<file path="config.mk">
export PLATFORM = sky130hd
export DESIGN_NAME = pipe_hold_ctrl
export DESIGN_NICKNAME = d
export VERILOG_FILES = /design/src/rtl/pipe_hold_ctrl_pkg.sv /design/src/rtl/pipe_hold_ctrl_stall_watchdog.sv /design/src/rtl/pipe_hold_ctrl.sv
export SDC_FILE = /design/constraint.sdc
export NUM_CORES = 1
export LEC_CHECK = 0
export ABC_AREA = 0
export CORE_UTILIZATION = 25
export DETAILED_ROUTE_END_ITERATION = 16
export PLACE_DENSITY_LB_ADDON = 0.3
export SYNTH_ARGS = -nofsm -noshare
export SYNTH_HDL_FRONTEND = slang
export SYNTH_SLANG_ARGS = --single-unit
</file>
<file path="constraint.sdc">
create_clock -name clk -period 2.55 [get_ports clk]
set_input_delay 0.51 -clock clk [delete_from_list [all_inputs] [get_ports clk]]
set_output_delay 0.51 -clock clk [all_outputs]
set_load 0.005 [all_outputs]
</file>
<file path="src/rtl/pipe_hold_ctrl_pkg.sv">
// Shared pipeline-control definitions: hold-flag codes, the NOP encoding fetch
// substitutes while held, and the flush FSM state encoding.
package pipe_hold_ctrl_pkg;

   localparam logic [2:0] HOLD_NONE = 3'd0;
   localparam logic [2:0] HOLD_PC   = 3'd1;
   localparam logic [2:0] HOLD_IF   = 3'd2;
   localparam logic [2:0] HOLD_ID   = 3'd3;

   localparam logic [31:0] NOP_INSTR = 32'h0000_0013;

   typedef enum logic {
      IDLE  = 1'b0,
      FLUSH = 1'b1
   } flushState_e;

endpackage

</file>
<file path="src/rtl/pipe_hold_ctrl_stall_watchdog.sv">
// Counts consecutive bus-stall cycles and raises a sticky timeout flag once the
// count reaches STALL_TIMEOUT; only reset clears the flag.
module pipe_hold_ctrl_stall_watchdog
   import pipe_hold_ctrl_pkg::*;
#(
   parameter int STALL_TIMEOUT = 1024
) (
   input  logic clk,
   input  logic rst_n,
   input  logic hold_rib_i,
   output logic stall_timeout_o
);

   localparam int CntW = $clog2(STALL_TIMEOUT + 1);
   localparam logic [CntW-1:0] Limit = CntW'(STALL_TIMEOUT);
   localparam logic [CntW-1:0] One   = CntW'(1);

   logic [CntW-1:0] stallCnt_q, stallCnt_d;
   logic            timeout_q, timeout_d;

   // Saturating count of back-to-back stall cycles; a single ready cycle restarts it.
   always_comb begin
      stallCnt_d = '0;
      if (hold_rib_i) begin
         stallCnt_d = (stallCnt_q == Limit) ? stallCnt_q : stallCnt_q + One;
      end
      timeout_d = timeout_q | (stallCnt_d == Limit);
   end

   always_ff @(posedge clk or negedge rst_n) begin
      if (!rst_n) begin
         stallCnt_q <= '0;
         timeout_q  <= 1'b0;
      end else begin
         stallCnt_q <= stallCnt_d;
         timeout_q  <= timeout_d;
      end
   end

   assign stall_timeout_o = timeout_q;

endmodule

</file>
<file path="src/rtl/pipe_hold_ctrl.sv">
// Central hold/flush controller for the IF/ID pipeline registers: merges hold
// and redirect requests and stretches each redirect into a flush window.
module pipe_hold_ctrl
   import pipe_hold_ctrl_pkg::*;
#(
   parameter int FLUSH_CYCLES  = 2,
   parameter int STALL_TIMEOUT = 1024
) (
   input  logic        clk,
   input  logic        rst_n,
   input  logic        hold_ex_i,
   input  logic        hold_rib_i,
   input  logic        hold_clint_i,
   input  logic        jump_ex_i,
   input  logic [31:0] jump_addr_ex_i,
   input  logic        int_assert_i,
   input  logic [31:0] int_addr_i,
   output logic [2:0]  hold_flag_o,
   output logic        jump_flag_o,
   output logic [31:0] jump_addr_o,
   output logic        flush_busy_o,
   output logic        stall_timeout_o
);

   localparam logic [3:0] FlushReload = 4'(FLUSH_CYCLES - 1);

   flushState_e state_q, state_d;
   logic [3:0]  flushCnt_q, flushCnt_d;
   logic        redirect;

   // Interrupt redirects take priority over EX jumps.
   always_comb begin
      redirect    = int_assert_i | jump_ex_i;
      jump_flag_o = redirect;
      jump_addr_o = '0;
      if (int_assert_i) begin
         jump_addr_o = int_addr_i;
      end else if (jump_ex_i) begin
         jump_addr_o = jump_addr_ex_i;
      end
   end

   // A redirect in either state (re)starts the flush window.
   always_comb begin
      state_d    = state_q;
      flushCnt_d = flushCnt_q;
      unique case (state_q)
         IDLE: begin
            if (redirect) begin
               state_d    = FLUSH;
               flushCnt_d = FlushReload;
            end
         end
         FLUSH: begin
            if (redirect) begin
               flushCnt_d = FlushReload;
            end else if (flushCnt_q == 4'd0) begin
               state_d = IDLE;
            end else begin
               flushCnt_d = flushCnt_q - 4'd1;
            end
         end
         default: begin
            state_d    = IDLE;
            flushCnt_d = '0;
         end
      endcase
   end

   always_ff @(posedge clk or negedge rst_n) begin
      if (!rst_n) begin
         state_q    <= IDLE;
         flushCnt_q <= '0;
      end else begin
         state_q    <= state_d;
         flushCnt_q <= flushCnt_d;
      end
   end

   // Full-pipe holds outrank a bus stall, so a redirect during a stall still flushes.
   always_comb begin
      flush_busy_o = (state_q == FLUSH);
      hold_flag_o  = HOLD_NONE;
      if (redirect || flush_busy_o || hold_clint_i || hold_ex_i) begin
         hold_flag_o = HOLD_ID;
      end else if (hold_rib_i) begin
         hold_flag_o = HOLD_PC;
      end
   end

   pipe_hold_ctrl_stall_watchdog #(
      .STALL_TIMEOUT (STALL_TIMEOUT)
   ) uStallWatchdog (
      .clk             (clk),
      .rst_n           (rst_n),
      .hold_rib_i      (hold_rib_i),
      .stall_timeout_o (stall_timeout_o)
   );

endmodule

</file>
# After elaboration in Yosys (flattened, before gate mapping)
# Cells that the tools add are included.
dict set report totals {
  register_bits 17
  in_bits 71
  output_inout_bits 38
  wordCells 32
}
dict set report classes {
  n_addsub 2
  n_eq_ne 4
  n_mux 14
  n_bitwise 3
  n_reduce_logical 5
}
# cell n
set ops {}
lappend ops {{two-way mux 32 bit} 2}
lappend ops {{== test 11 bit (second input constant)} 2}
lappend ops {{two-way mux 11 bit} 2}
lappend ops {{two-way mux 4 bit} 3}
lappend ops {{adder 11 x 1 -> 11 bit (second input constant)} 1}
lappend ops {{case mux 4 bit (2 select lines)} 1}
lappend ops {{logical NOT 4 bit} 1}
lappend ops {{two-way mux 1 bit} 4}
lappend ops {{subtractor 4 x 1 -> 4 bit (second input constant)} 1}
lappend ops {{logical OR 1 bit} 3}
lappend ops {{inequality test 3 bit (second input constant)} 1}
lappend ops {{two-way mux 2 bit} 1}
lappend ops {{inequality test 2 bit (second input constant)} 1}
lappend ops {{OR 1 bit} 2}
lappend ops {{case mux 1 bit (2 select lines)} 1}
lappend ops {{AND reduction 2 bit} 1}
lappend ops {{NOT 1 bit} 1}

# Longest topological paths before layout
# Gate-level depths: netlist of the first run.
dict set report depth {
  depth_word 5
  depth_mapped 7
  ltp_nobuf 7
}

# Cells and area by module
# From an unflattened synthesis of the first run, not the netlist that was laid out.
dict set report hier_totals {
  hier_cells 148
  area_unflattened_um2 1316.3
}
# module instances cells_per_inst area_per_inst_um2 seq_area_each_um2
set by_module_without_submodules {}
lappend by_module_without_submodules {pipe_hold_ctrl_stall_watchdog 1 76 698.2 300.3}
lappend by_module_without_submodules {pipe_hold_ctrl 1 72 618.1 125.1}

# Worst setup path after synthesis of the first run
# OpenSTA, ideal clock, no wires.
dict set report synth_path {
  path_kind {input to output}
  from {input port int_assert_i}
  to {output port hold_flag_o[0]}
  t_arrival_ns 1.632
  required_ns 2.040
  slack_ns 0.408
  cell_stages 5
  path_buffers 1
  path_cell_list {clkbuf_1 > nor2_1 > inv_1 > or4_1 > or2_2}
}
dict set report synth_via {
  elab_chain_len 5
}
# item line_no
set synth_rtl {}
lappend synth_rtl {{start: declaration} pipe_hold_ctrl.sv:16} ;# input logic int_assert_i,
lappend synth_rtl {{OR 1 bit} pipe_hold_ctrl.sv:33} ;# redirect = int_assert_i | jump_ex_i;
lappend synth_rtl {{via jump_flag_o} pipe_hold_ctrl.sv:19} ;# output logic jump_flag_o,
lappend synth_rtl {{logical OR 1 bit (3 in series)} pipe_hold_ctrl.sv:84} ;# if (redirect || flush_busy_o || hold_clint_i || hold_ex_i) begin
lappend synth_rtl {{two-way mux 2 bit} pipe_hold_ctrl.sv:84}
lappend synth_rtl {{end: declaration} pipe_hold_ctrl.sv:18} ;# output logic [2:0] hold_flag_o,
# The timed path passes the listed nets, and every way through them passes these cells.

# Worst setup path after layout of the first run
dict set report layout_path {
  from {input port hold_clint_i}
  to {output port hold_flag_o[0]}
}
dict set report layout_via {
  elab_chain_len 3
}
# item line_no
set layout_rtl {}
lappend layout_rtl {{start: declaration} pipe_hold_ctrl.sv:13} ;# input logic hold_clint_i,
lappend layout_rtl {{logical OR 1 bit (2 in series)} pipe_hold_ctrl.sv:84}
lappend layout_rtl {{two-way mux 2 bit} pipe_hold_ctrl.sv:84}
# Every way passes these cells.

==> metrics.csv, run 1 <==
metric,value,unit
cells after synthesis,143,
initial antenna violation count,0,
critical path arrival,1990,ps
Syn Area/Cell,9.16,um2
# fillers,458,
Hold Path Class,reg2reg,
Synth Flop Type,dfrtp_1,
"count leader, synth",a22o_1,
post-synth top area cell,dfrtp_1,
CTS tree,yes,
Synth Area in Compound Gates,29.4,%
clock buffer count from CTS,3,
Avg WL per Cell,14.9,um
starting density of the core,26.8,%
Core ar.,4880,um2
Setup Crit Path Kind,in2out,
Post-Synth Simple-Gate Area,21.7,%
Total Nets Final,334,
1st-iter DRT viols,56,
Leak,1.13,nW
Final Wtd Congestion,0.820,
Ports,109,
Root Driver,clkbuf_8,
mux contribution to synthesized area,0.764,%
DRC,0,
vias in the first global route,1592,
Row Count,25,
Critical Path End Type,output pin,
antenna-violating nets left,0,
total global routing overflow,0,
status,"complete, no violations",
detailed placement HPWL,3760,um
Final Max Tran Viols,0,
Syn. warnings,0,
ANT cells,0,
Mapped Area,1310,um2
Tmin final,2500,ps
clk slew on worst S/H paths,70,ps
Worst Max-Slew Pin Slew,781,ps
#FFs+latches synth,17,
layout cell share with drive strength beyond 1,10.8,%
Synth area leaders,"dfrtp_1, a22o_1, xnor2_1, nor2_1, ha_1",
wire length of the first global-routing pass,7350,um
Fin. Hold Viols,0,
Global Route Usage Sum,17.5,%
RSZ-0062 raised after global routing,false,
largest net degree at the start of global routing,18,
Final Core Density,54.8,%
CTS max path bufs,2,
die height,74.4,um
crit share post-route,98.1,%
Post-Route Skew,5.98,ps
startpoint types,input port,
synth unique cells,39,
Die Footprint,5530,um2
sequential area share after synthesis,32.5,%
hold_buf cts,0,
largest family of logic cells by synthesized area,compound AO/OA/AOI/OAI gates,
routed via count,1564,
1st-pass router iterations,4,
Placement Setup Slack,-255,ps
total routed wirelength,4860,um
Worst slew margin,47.8,%
peak fanout along the critical path,2,
synthesized net count,217,
Post-synth EDFFs,0,
vias per inst,4.80,
Critical Path RT,2040,ps
maximum vdd drop,0.195,mV
fmax,400,MHz
CTS H-Tree Depth,1,
Final Setup Violations,0,
Worst-Skew Late Latency,250,ps
power density over the cells,306,nW/um2
"FFs w/ async S/R, synth",100,%
Final WS setup,49.2,ps
Layout area overhead,104,%
Horiz. Die Dim,74.4,um
Post-synth top cells,"a22o_1, dfrtp_1, nor2_1",
Synth Area in XOR/XNOR,7.35,%
adder-cell share of the synthesized area,2.87,%
Synth top area share,32.5,%
PortBufs,107,
clock sink count,17,
max_cap viols,0,
==> metrics by stage <==
stage,std cells,setup TNS (ps),power (W),hold slack (ps),instance area [um2]
after floorplan,143,0,0.000391,214,1310
after global placement,314,-7270,0.000606,450,2490
after detailed placement,314,-7550,0.000607,461,2490
after CTS,325,-45.5,0.000825,476,2660
after global routing,326,0,0.000863,499,2670
final,326,0,0.000819,471,2670
==> sequential cells by signal (all words and copies together), names as in the netlist <==
register                        flops
uStallWatchdog.stallCnt_q          11
flush_busy_o                        1
flushCnt_q                          4
uStallWatchdog.stall_timeout_o      1
==> cells by family after synthesis <==
family	after synthesis
XOR/XNOR	11
AND/OR/NAND/NOR	48
other	1
adder cells (fa/ha/maj)	3
flip-flops	17
multiplexers	1
AO/OA/AOI/OAI	45
buffers and inverters	17
==> timing repair <==
item                                    in CTS  in global routing
endpoints found under the setup margin      34                 14
cloned                                       3                  0
buffers inserted                             4                  1
gates resized for setup                     25                  3
pin swaps                                    1                  1
==> cells in the final DEF (no fill, tap or decap), drive strengths merged, types with 4 or more instances in the layout <==
cell type	count
and2	5
dlygate4sd2	19
a21oi	4
clkbuf	4
clkdlybuf4s50	87
nand3	4
nand2	4
a22o	32
buf	13
nor2	14
inv	8
dfrtp	17
xnor2	8
==> power breakdown <==
part / switching [W] / leakage (nW) / total [W] / internal [W]
clock: 0.0000903 / 0.0228 / 0.000201 / 0.000111
sequential: 0.0000102 / 0.225 / 0.000288 / 0.000278
combinational: 0.000104 / 0.883 / 0.000330 / 0.000225
total: 0.000205 / 1.13 / 0.000819 / 0.000614
==> per-layer routing <==
metal  up-vias  routed length [um]  global-route usage [%]
li1        760                   -                       -
met1       741                1800                    18.5
met2        61                2550                    32.9
met3         2                 479                    7.18
met4         0                  23                    2.52
met5         -                   0                       0
==> critical path, stage by stage <==
cell	delay [ps]
clkdlybuf4s50_1	420
or4_4	520
or2_2	280
dlygate4sd2_1	260
==> area by class of cell <==
type | instances | area, um2 | area share, %
clock buffers | 4 | 45.0 | 1.69
inverters | 8 | 30.0 | 1.12
multi-input cells | 109 | 831 | 31.1
flip-flops and latches | 17 | 425 | 15.9
well taps | 67 | 83.8 | 3.14
repair buffers | 121 | 1260 | 47.1
==> worst paths after layout <==
| path | slack [ps] | start | to | depth (start not counted) |
|---|---|---|---|---|
| max | 50 | hold_clint_i | hold_flag_o[0] | 4 |
| min | 470 | uStallWatchdog.stall_timeout_o$_DFF_PN0_ | uStallWatchdog.stall_timeout_o$_DFF_PN0_ | 1 |
| max reg2reg | 380 | uStallWatchdog.stallCnt_q[0]$_DFF_PN0_ | uStallWatchdog.stall_timeout_o$_DFF_PN0_ | 7 |
| min reg2reg | 470 | uStallWatchdog.stall_timeout_o$_DFF_PN0_ | uStallWatchdog.stall_timeout_o$_DFF_PN0_ | 1 |
| max in group asynchronous | 1350 | rst_n | uStallWatchdog.stallCnt_q[5]$_DFF_PN0_ | 1 |
| min in group asynchronous | 710 | rst_n | uStallWatchdog.stallCnt_q[3]$_DFF_PN0_ | 1 |
Power figures use the tool's default switching activity.
==> inputs of run 2 (changes only) <==
--- a/config.mk
+++ b/config.mk
@@ -8,6 +8,7 @@
 export ABC_AREA = 0
 export CORE_UTILIZATION = 25
 export DETAILED_ROUTE_END_ITERATION = 16
+export MAX_ROUTING_LAYER = met4
 export PLACE_DENSITY_LB_ADDON = 0.3
 export SYNTH_ARGS = -nofsm -noshare
 export SYNTH_HDL_FRONTEND = slang
==> metrics.csv, run 2 (synthesis results as in run 1) <==
metric,value,unit
status,"complete, no violations",
total negative slack,0,ps
Tmin final,2500,ps
Hold Path Class,reg2reg,
Worst-Skew Late Latency,250,ps
1st-pass router iterations,4,
Final Core Density,54.8,%
"Cell Area, Placed",2490,um2
critical path arrival,1990,ps
maximum vdd drop,0.196,mV
most frequent cells in the layout,"clkdlybuf4s50_1, a22o_1, dlygate4sd2_1",
routed via count,1555,
Leak,1.13,nW
Fin. Hold Viols,0,
layout cell share with drive strength beyond 1,10.8,%
Core ar.,4880,um2
total global routing overflow,0,
1st-iter DRT viols,57,
CTS max path bufs,2,
Ports,109,
wire length of the first global-routing pass,7340,um
Setup Crit Path Kind,in2out,
vias per inst,4.77,
largest registers,"uStallWatchdog.stallCnt_q: 11 flops, flushCnt_q: 4 flops",
"commonest non-fill, non-tap cell in the layout",clkdlybuf4s50_1,
Critical Path RT,2040,ps
Layout area overhead,104,%
RSZ-0062 raised after global routing,false,
PortBufs,107,
final instance area,2670,um2
peak fanout along the critical path,2,
CP max-delay cell,or4_4,
Final Wtd Congestion,0.832,
total routed wirelength,4870,um
starting density of the core,26.8,%
die height,74.4,um
Avg WL per Cell,14.9,um
Tot Pwr,0.000820,W
Worst slew margin,48.0,%
crit path cell chain,clkdlybuf4s50_1 > or4_4 > or2_2 > dlygate4sd2_1,
max reg flops,11,
fmax,401,MHz
clock buffer count from CTS,3,
initial antenna violation count,0,
detailed placement HPWL,3760,um
ANT cells,0,
Worst Max-Slew Pin Slew,778,ps
# fillers,458,
Post-Route Skew,5.06,ps
crit share post-route,97.9,%
largest net degree at the start of global routing,18,
hold_buf cts,0,
clock sink count,17,
Row Count,25,
Root Driver,clkbuf_8,
Critical Path End Type,output pin,
Reg with most FFs,uStallWatchdog.stallCnt_q,
Total Nets Final,334,
Final Setup Violations,0,
DRC,0,
CTS tree,yes,
max_cap viols,0,
startpoint types,input port,
Die Footprint,5530,um2
clk slew on worst S/H paths,70,ps
power density over the cells,307,nW/um2
Final Max Tran Viols,0,
Horiz. Die Dim,74.4,um
CTS H-Tree Depth,1,
vias in the first global route,1594,
Global Route Usage Sum,18.1,%
antenna-violating nets left,0,
max incr delay on CP,520,ps
[run 2: cell counts in the layout (fill, tap and decap cells not counted)]
Identical to the previous run, type by type.
[run 2: layer usage]
layer,up-vias,global-route usage [%],wire (um)
met1,731,19.3,1890
met5,-,-,0
met4,0,2.52,23
li1,759,-,-
met2,63,33.2,2560
met3,2,5.42,390
[run 2: worst paths after layout]
check,endpoint,cells past startpoint,startpoint,slack (ps)
hold reg to reg,uStallWatchdog.stall_timeout_o$_DFF_PN0_,1,uStallWatchdog.stall_timeout_o$_DFF_PN0_,470
setup reg to reg,uStallWatchdog.stall_timeout_o$_DFF_PN0_,7,uStallWatchdog.stallCnt_q[0]$_DFF_PN0_,380
hold / removal,uStallWatchdog.stall_timeout_o$_DFF_PN0_,1,uStallWatchdog.stall_timeout_o$_DFF_PN0_,470
max in group asynchronous,uStallWatchdog.stallCnt_q[5]$_DFF_PN0_,1,rst_n,1350
setup / recovery,hold_flag_o[0],4,hold_clint_i,50
min in group asynchronous,uStallWatchdog.stallCnt_q[3]$_DFF_PN0_,1,rst_n,710
[run 2: final cells by class]
cell class,instances,area [um2],share of cell area [%]
Clock buffer,4,45.0,1.69
Sequential cell,17,425,15.9
Tap cell,67,83.8,3.14
Timing Repair Buffer,121,1260,47.1
Inverter,8,30.0,1.12
Multi-Input combinational cell,109,831,31.1
[run 2: worst max-delay path: cells and delay by family]
family	cells	cell delay, ps
buf+inv	2	680
simple gates	2	800
[run 2: per-stage QoR]
step / setup WS (ps) / instances / hold WS [ps]
floorplan: 408 / 143 / 214
global placement: -237 / 314 / 450
detailed placement: -255 / 314 / 461
CTS: -45.5 / 325 / 476
global route: 7.75 / 326 / 499
finish: 54.7 / 326 / 470
[run 2: timing repair]
item | in CTS | in global routing
setup endpoints to repair | 34 | 14
buffers inserted | 4 | 1
resized for setup | 25 | 3
gates cloned | 3 | 0
pin swaps | 1 | 1
[run 2: where the power goes]
part / switching, W / internal, W / leakage (nW) / total (W)
sequential: 0.0000102 / 0.000278 / 0.225 / 0.000288
combinational: 0.000104 / 0.000225 / 0.883 / 0.000330
clock: 0.0000913 / 0.000111 / 0.0228 / 0.000202
total: 0.000206 / 0.000614 / 1.13 / 0.000820
